`config.mk`:
```
export PLATFORM = sky130hd
export DESIGN_NAME = hc595_serial_loader
export DESIGN_NICKNAME = d
export VERILOG_FILES = /design/src/rtl/hc595_serial_loader.sv
export SDC_FILE = /design/constraint.sdc
export NUM_CORES = 1
export LEC_CHECK = 0
export BUFFER_PORTS_ARGS = -buffer_cell sky130_fd_sc_hd__buf_2
export CORE_UTILIZATION = 56
export DETAILED_ROUTE_END_ITERATION = 12
export GPL_TIMING_DRIVEN = 0
export HOLD_SLACK_MARGIN = 0.15
export MAX_ROUTING_LAYER = met4
export PLACE_DENSITY = 0.75
export SYNTH_ARGS = -nofsm -noshare
export SYNTH_HDL_FRONTEND = slang
export SYNTH_SLANG_ARGS = --single-unit
```
`constraint.sdc`:
```
create_clock -name clk -period 2.1 [get_ports clk]
set_input_delay 0.105 -clock clk [delete_from_list [all_inputs] [get_ports clk]]
set_output_delay 0.105 -clock clk [all_outputs]
set_load 0.01 [all_outputs]
```
`src/rtl/hc595_serial_loader.sv`:
```
// hc595_serial_loader: captures a byte on a start request, shifts it out on si/sck
// to a 74HC595-style stage, then issues one rck pulse so the byte reaches the storage outputs.
module hc595_serial_loader #(
  parameter int CLK_DIV   = 4,
  parameter bit LSB_FIRST = 1'b0
) (
  input  logic       clk,
  input  logic       rst,
  input  logic       start,
  input  logic [7:0] data_in,
  output logic       busy,
  output logic       done,
  output logic       si,
  output logic       sck,
  output logic       rck
);

  typedef enum logic [2:0] {
    IDLE   = 3'd0,
    SCK_LO = 3'd1,
    SCK_HI = 3'd2,
    LATCH  = 3'd3,
    FIN    = 3'd4
  } state_t;

  localparam logic [7:0] DIV_LAST = 8'(CLK_DIV - 1);
  localparam logic [3:0] BIT_LAST = 4'd8;

  state_t     state_r;
  state_t     state_s;
  logic [7:0] shift_r;
  logic [7:0] shift_s;
  logic [3:0] bit_cnt_r;
  logic [3:0] bit_cnt_s;
  logic [7:0] div_r;
  logic [7:0] div_s;
  logic       busy_s;
  logic       done_s;
  logic       si_s;
  logic       sck_s;
  logic       rck_s;

  // The head bit is the next one to leave the shift register.
  function automatic logic head_bit(input logic [7:0] v);
    logic b;
    if (LSB_FIRST) begin
      b = v[0];
    end else begin
      b = v[7];
    end
    return b;
  endfunction

  function automatic logic [7:0] shift_toward_head(input logic [7:0] v);
    logic [7:0] r;
    if (LSB_FIRST) begin
      r = {1'b0, v[7:1]};
    end else begin
      r = {v[6:0], 1'b0};
    end
    return r;
  endfunction

  // Next-state and datapath update
  always_comb begin
    state_s   = state_r;
    shift_s   = shift_r;
    bit_cnt_s = bit_cnt_r;
    div_s     = div_r;
    case (state_r)
      IDLE: begin
        if (start) begin
          state_s   = SCK_LO;
          shift_s   = data_in;
          bit_cnt_s = 4'd0;
          div_s     = 8'd0;
        end else begin
          state_s = IDLE;
        end
      end
      SCK_LO: begin
        if (div_r == DIV_LAST) begin
          div_s   = 8'd0;
          state_s = SCK_HI;
        end else begin
          div_s = div_r + 8'd1;
        end
      end
      SCK_HI: begin
        if (div_r == DIV_LAST) begin
          div_s     = 8'd0;
          shift_s   = shift_toward_head(shift_r);
          bit_cnt_s = bit_cnt_r + 4'd1;
          if (bit_cnt_s == BIT_LAST) begin
            state_s = LATCH;
          end else begin
            state_s = SCK_LO;
          end
        end else begin
          div_s = div_r + 8'd1;
        end
      end
      LATCH: begin
        if (div_r == DIV_LAST) begin
          div_s   = 8'd0;
          state_s = FIN;
        end else begin
          div_s = div_r + 8'd1;
        end
      end
      FIN: begin
        state_s = IDLE;
      end
      default: begin
        state_s = IDLE;
      end
    endcase
  end

  // Outputs are decoded from the upcoming state so each pin comes straight from a flop.
  always_comb begin
    busy_s = 1'b0;
    done_s = 1'b0;
    si_s   = 1'b0;
    sck_s  = 1'b0;
    rck_s  = 1'b0;
    case (state_s)
      SCK_LO: begin
        busy_s = 1'b1;
        si_s   = head_bit(shift_s);
      end
      SCK_HI: begin
        busy_s = 1'b1;
        sck_s  = 1'b1;
        si_s   = head_bit(shift_s);
      end
      LATCH: begin
        busy_s = 1'b1;
        rck_s  = 1'b1;
      end
      FIN: begin
        done_s = 1'b1;
      end
      default: begin
        busy_s = 1'b0;
      end
    endcase
  end

  // State, datapath and output registers
  always_ff @(posedge clk or negedge rst) begin
    if (!rst) begin
      state_r   <= IDLE;
      shift_r   <= 8'd0;
      bit_cnt_r <= 4'd0;
      div_r     <= 8'd0;
      busy      <= 1'b0;
      done      <= 1'b0;
      si        <= 1'b0;
      sck       <= 1'b0;
      rck       <= 1'b0;
    end else begin
      state_r   <= state_s;
      shift_r   <= shift_s;
      bit_cnt_r <= bit_cnt_s;
      div_r     <= div_s;
      busy      <= busy_s;
      done      <= done_s;
      si        <= si_s;
      sck       <= sck_s;
      rck       <= rck_s;
    end
  end

endmodule

```
==> flow_metrics.py, run 1 <==
metrics = {
    "run_status": {
        "status": "complete, no violations",
    },
    "hold_path": {
        "hold_depth": 3,
        "hp-class": "input pin to register",
        "hold_end": "shift_r[0]$_DFFE_PN0P_",
        "min_from": "start",
    },
    "placed_design": {
        "io_buffers": 15,
        "dp_hpwl_mm": 1.75,
        "dp_cells": 172,
        "globalplace.congestion": 0.877,
    },
    "flow_run": {
        "maxCapViolCount": 0,
    },
    "floorplan": {
        "die_h_um": 51.4,
        "die_width_um": 51.4,
        "rows": 17,
        "dieArea_mm2": 0.00264,
        "start_util_pct": 60.5,
        "ios": 16,
        "core_mm2": 0.00225,
    },
    "power": {
        "pwr-share-clk_pct": 13.4,
        "p_comb_share_pct": 43.3,
        "switchingPower_mw": 0.781,
        "p_int_mw": 1.21,
        "ir_drop_mv": 0.901,
        "switching_share_pct": 39.3,
        "seq_power_share_pct": 43.3,
        "power.leakage_nw": 0.787,
        "total_power_mw": 1.99,
        "power_density_mw_per_mm2": 1240,
    },
    "grt": {
        "grt_antenna_before_repair": 0,
        "grt_usage_pct": 23.7,
        "grt_max_degree": 29,
        "grt_pass1_wl_mm": 4.35,
        "grt_overflow": 0,
        "grt_pass1_vias": 963,
    },
    "final_layout": {
        "syn_to_final_growth_pct": 17.5,
        "mostFrequentLayoutCell": "dfrtp_1",
        "final_util_pct": 71.1,
        "final_cell_mix": "dfrtp_1, buf_2, nand2_1",
        "drive_gt1_share_pct": 18.6,
        "final_cells": 184,
        "n_antenna_cell": 0,
        "nets": 171,
    },
    "synthesis": {
        "synth_top_area_cell": "dfrtp_1",
        "avgSynthCellArea_um2": 10.6,
        "yosysTopAreaCellShare_pct": 51.3,
        "ys.flop_type": "dfrtp_1",
        "synthesis.area_mm2": 0.00137,
        "synth_seq_cells": 28,
        "yosys_warnings": 0,
        "synth_edf_count": 0,
        "synth_cell_types": 35,
        "synthArstFlopShare_pct": 100,
        "seq_area_frac_synth_pct": 51.3,
        "synth_cells": 129,
        "syn-num-nets": 143,
        "synth.area.top_cells": "dfrtp_1, nand2_1, o21ai_0",
    },
    "timing": {
        "clock_skew_ps": 1.01,
        "fin_hold_ws_ps": 282,
        "final.period_utilization_pct": 93.2,
        "worst_slew_pin_slew_ps": 602,
        "max_freq_ghz": 0.511,
        "finalSetupViolCount": 0,
        "max_slew_margin_pct": 59.9,
        "period_needed_ps": 1960,
        "report.final.slew_viol_count": 0,
        "hold_viol": 0,
    },
    "setup_path": {
        "worstPathRequired_ps": 2350,
        "r2r_slack_ps": 140,
        "reg2regPathDepth": 7,
        "path_class": "register to register",
        "worstSetupEndpointType": "register",
        "crit_slowest_cell": "dfrtp_1",
        "timing.rr.end": "si$_DFF_PN0_",
        "r2r-start": "div_r[0]$_DFFE_PN0P_",
        "critical_path.cell_chain": "ha_1 > nor3b_4 > and2_1 > buf_4 > mux2i_1 > nand3_1 > and3_1",
        "slowest_delay_ps": 410,
        "critPathArrivalTime_ps": 2200,
        "crit_path_start_kind": "register",
        "path_max_fanout": 6,
    },
    "cts": {
        "post_cts_buffers": 0,
        "clockBufferDepth": 2,
        "cts_buffers": 3,
        "cts_max_level": 1,
        "path_clk_slew_ps": 140,
        "clkSinkCount": 28,
        "worstSkewPairLatency_ps": 340,
        "cts_tree": "yes",
        "clockRootBuffer": "clkbuf_4",
    },
    "routing": {
        "drt-wirelength-per-cell_um": 14.0,
        "drc": 0,
        "dr.pass1.iters": 4,
        "vias_per_cell": 5.79,
        "antenna_left": 0,
        "drt-total-wl_mm": 2.57,
        "num_vias": 1066,
        "initialDrtViolationCount": 28,
    },
}
## repair_timing
item / in CTS / in global routing
endpoints found under the setup margin: 0 / 5
gates resized for setup: 0 / 1
hold endpoints to repair: 36 / 0
hold buffers: 9 / 0
## cells by family after synthesis
logic type / count (synthesis) / share of synthesized area (%)
compound gates: 34 / 18.3
xor+xnor: 2 / 1.28
fa+ha+maj: 3 / 2.75
buf+inv: 9 / 3.12
flops: 28 / 51.3
mux: 2 / 1.56
simple gates: 51 / 21.6
## synthesized netlist by cell type (2+ instances only)
master and number:
a21o_1 3, a22o_1 4, a22oi_1 6, and2_1 2, and3_1 6, buf_2 4
dfrtp_1 28, ha_1 3, inv_1 3, nand2_1 15, nand2b_1 2, nand3_1 6
nor2_1 7, nor2b_1 7, o21ai_0 9, o21ai_1 2, o31ai_1 3, xnor2_1 2
## power groups by stage
stage	sequential [mW]	clock (mW)	combinational (mW)
2_1_floorplan	0.853	0	0.646
3_3_place_gp	0.858	0	0.807
3_5_place_dp	0.867	0	0.842
4_1_cts	0.857	0.277	0.859
5_1_grt	0.883	0.290	0.968
6_report	0.861	0.267	0.860
## worst max-delay path, delay by kind of cell (launching register included)
family	cells	cell delay [ps]
fa+ha+maj	1	270
simple gates	4	780
flops	1	410
buf+inv	1	130
mux	1	270
## layer usage
layer | global-route usage (%) | wire length, µm
met4 | 12.2 | 53
met5 | - | 0
met3 | 3.57 | 64
met1 | 31.3 | 1210
met2 | 35.5 | 1250
## sequential cells by signal, indices dropped and copies added (netlist names)
| signal | count |
|---|---|
| div_r | 8 |
| shift_r | 8 |
| bit_cnt_r | 4 |
| state_r | 3 |
| busy | 1 |
| done | 1 |
| rck | 1 |
| sck | 1 |
| si | 1 |
## cell type report
cell class | instances | area [µm²]
multi-input combinational | 92 | 628
timing repair buffer | 24 | 165
sequential | 28 | 701
tap | 28 | 35.0
fill | 181 | 651
clock buffer | 4 | 36.3
inverter | 3 | 11.3
buffer | 5 | 27.5
## per-stage QoR
step | area [µm²] | setup TNS [ps] | worst slack, ps
after floorplan | 1370 | 0 | 285
after global placement | 1480 | 0 | 137
after detailed placement | 1480 | 0 | 94.0
after CTS | 1600 | 0 | 63.9
after global routing | 1600 | -0.786 | -0.786
final | 1600 | 0 | 144
## worst max path at each step
stage	from	to	cells past startpoint
2_1_floorplan	div_r[0]$_DFFE_PN0P_	si$_DFF_PN0_	7
3_3_place_gp	div_r[0]$_DFFE_PN0P_	si$_DFF_PN0_	7
3_5_place_dp	div_r[0]$_DFFE_PN0P_	div_r[5]$_DFFE_PN0P_	7
4_1_cts	div_r[0]$_DFFE_PN0P_	div_r[5]$_DFFE_PN0P_	7
5_1_grt	div_r[0]$_DFFE_PN0P_	si$_DFF_PN0_	7
6_report	div_r[0]$_DFFE_PN0P_	si$_DFF_PN0_	7
(Power assumes the default switching activity.)
==> run 2: changes to the inputs <==
==> config.mk (replaced) <==
export PLATFORM = sky130hd
export DESIGN_NAME = hc595_serial_loader
export DESIGN_NICKNAME = d
export VERILOG_FILES = /design/src/rtl/hc595_serial_loader.sv
export SDC_FILE = /design/constraint.sdc
export NUM_CORES = 1
export LEC_CHECK = 0
export CORE_UTILIZATION = 56
export DETAILED_ROUTE_END_ITERATION = 12
export DONT_BUFFER_PORTS = 1
export GPL_TIMING_DRIVEN = 0
export HOLD_SLACK_MARGIN = 0.15
export MAX_ROUTING_LAYER = met4
export PLACE_DENSITY = 0.69
export SETUP_SLACK_MARGIN = 0.2
export SYNTH_ARGS = -nofsm -noshare
export SYNTH_HDL_FRONTEND = slang
export SYNTH_SLANG_ARGS = --single-unit
==> flow_metrics.py, run 2 (synthesis results as in run 1) <==
metrics = {
    "grt": {
        "grt_pass1_vias": 1060,
        "grt_overflow": 0,
        "gr-usage-met2_pct": 38.5,
        "top_usage_layer": "met2",
        "grtUsageMet3_pct": 3.87,
        "grt_usage_pct": 24.3,
        "gr-usage-met1_pct": 32.4,
        "grt_antenna_before_repair": 0,
        "grt_max_degree": 29,
        "grt_pass1_wl_mm": 4.62,
    },
    "floorplan": {
        "ios": 16,
        "die_width_um": 51.4,
        "core_mm2": 0.00225,
        "dieArea_mm2": 0.00264,
        "die_h_um": 51.4,
        "start_util_pct": 60.5,
        "rows": 17,
    },
    "final_layout": {
        "drive_gt1_share_pct": 19.5,
        "reg.largest.list": "div_r: 8 flops, shift_r: 8 flops, bit_cnt_r: 4 flops",
        "filler_cell_count": 161,
        "final_cell_mix": "dfrtp_1, nand2_1, buf_4",
        "n_antenna_cell": 0,
        "mostFrequentLayoutCell": "dfrtp_1",
        "syn_to_final_growth_pct": 21.2,
        "nets": 169,
    },
    "timing": {
        "clock_skew_ps": 2.73,
        "rsz0062_at_grt": "true",
        "max_freq_ghz": 0.542,
        "finalSetupTns_ps": 0,
        "report.final.slew_viol_count": 0,
        "worst_slew_pin_slew_ps": 475,
        "period_needed_ps": 1840,
        "final.period_utilization_pct": 87.9,
        "hold_viol": 0,
        "fin_hold_ws_ps": 203,
        "finalSetupViolCount": 0,
        "max_slew_margin_pct": 68.3,
    },
    "routing": {
        "vias_per_cell": 5.87,
        "antenna_left": 0,
        "initialDrtViolationCount": 27,
        "drt-total-wl_mm": 2.77,
        "dr.pass1.iters": 4,
        "num_vias": 1069,
        "drt-wirelength-per-cell_um": 15.2,
        "drc": 0,
    },
    "cts": {
        "cts_tree": "yes",
        "clockRootBuffer": "clkbuf_4",
        "path_clk_slew_ps": 150,
        "cts_max_level": 1,
        "worstSkewPairLatency_ps": 320,
        "clockBufferDepth": 2,
        "cts_buffers": 3,
        "clkSinkCount": 28,
    },
    "power": {
        "ir_drop_mv": 0.913,
        "switchingPower_mw": 0.822,
        "switching_share_pct": 38.6,
        "pwr-share-clk_pct": 12.4,
        "p_comb_share_pct": 46.4,
        "power.leakage_nw": 0.793,
        "p_int_mw": 1.31,
        "seq_power_share_pct": 41.2,
        "power_density_mw_per_mm2": 1290,
    },
    "hold_path": {
        "hp-class": "input pin to asynchronous set/reset pin",
    },
    "placed_design": {
        "globalplace.congestion": 0.758,
        "dp_hpwl_mm": 1.68,
        "io_buffers": 0,
    },
    "flow_run": {
        "maxCapViolCount": 0,
    },
    "run_status": {
        "status": "complete, no violations",
    },
    "setup_path": {
        "path_class": "register to register",
        "critPathArrivalTime_ps": 2080,
        "crit_path_start_kind": "register",
        "r2r_slack_ps": 260,
        "path_max_fanout": 6,
        "worstSetupEndpointType": "register",
        "worstPathRequired_ps": 2330,
    },
}
-- run 2: area by class of cell --
type / instances / area (µm²) / area share (%)
Tap cell: 28 / 35.0 / 2.12
Buffer: 6 / 32.5 / 1.97
Timing Repair Buffer: 21 / 193 / 11.6
Sequential cell: 28 / 702 / 42.4
Clock buffer: 4 / 36.3 / 2.19
Inverter: 3 / 11.3 / 0.681
Multi-Input combinational cell: 92 / 644 / 39.0
-- run 2: per-layer routing --
layer,vias up,routed length [µm]
li1,513,-
met1,525,1290
met2,27,1380
met3,4,75
met4,0,24
met5,-,0
-- run 2: stage by stage --
| stage | setup WS [ps] | instance area (µm²) | instances | power [mW] | util [%] |
|---|---|---|---|---|---|
| finish | 255 | 1650 | 182 | 2.13 | 73.4 |
| global route | 119 | 1650 | 182 | 2.31 | 73.4 |
| CTS | 208 | 1580 | 174 | 1.98 | 70.0 |
| detailed placement | 123 | 1400 | 157 | 1.67 | 62.1 |
| global placement | 146 | 1400 | 157 | 1.63 | 62.1 |
| floorplan | 285 | 1370 | 129 | 1.50 | - |
-- run 2: repair_timing --
item / 4_1_cts / 5_1_grt
hold buffers: 10 / 0
setup endpoints to repair: 7 / 17
buffers inserted: 3 / 8
gates resized for setup: 2 / 5
gates cloned: 0 / 0
pin swaps: 1 / 4
hold endpoints to repair: 36 / 0
-- run 2: path summary, 6_finish.rpt --
check / from / endpoint / cells past startpoint
worst max-delay path: div_r[1]$_DFFE_PN0P_ / si$_DFF_PN0_ / 7
worst min-delay path: rst / si$_DFF_PN0_ / 2
worst max register to register: div_r[1]$_DFFE_PN0P_ / si$_DFF_PN0_ / 7
worst min register to register: shift_r[3]$_DFFE_PN0P_ / shift_r[3]$_DFFE_PN0P_ / 2
max in group asynchronous: rst / div_r[3]$_DFFE_PN0P_ / 2
min in group clk: start / shift_r[0]$_DFFE_PN0P_ / 3
-- run 2: power groups by stage --
| stage | clock (mW) | sequential, mW | combinational [mW] |
|---|---|---|---|
| after floorplan | 0 | 0.853 | 0.646 |
| after global placement | 0 | 0.879 | 0.752 |
| after detailed placement | 0 | 0.882 | 0.788 |
| after CTS | 0.270 | 0.859 | 0.851 |
| after global routing | 0.288 | 0.907 | 1.11 |
| final | 0.265 | 0.878 | 0.988 |
-- run 2: worst max-delay path, cell delays in order, from the launching register on --
cell and delay (ps):
dfrtp_1 470, ha_4 200, nor3b_4 160, and2_1 150
buf_4 150, a211o_1 290, a21o_1 180, and3_1 160
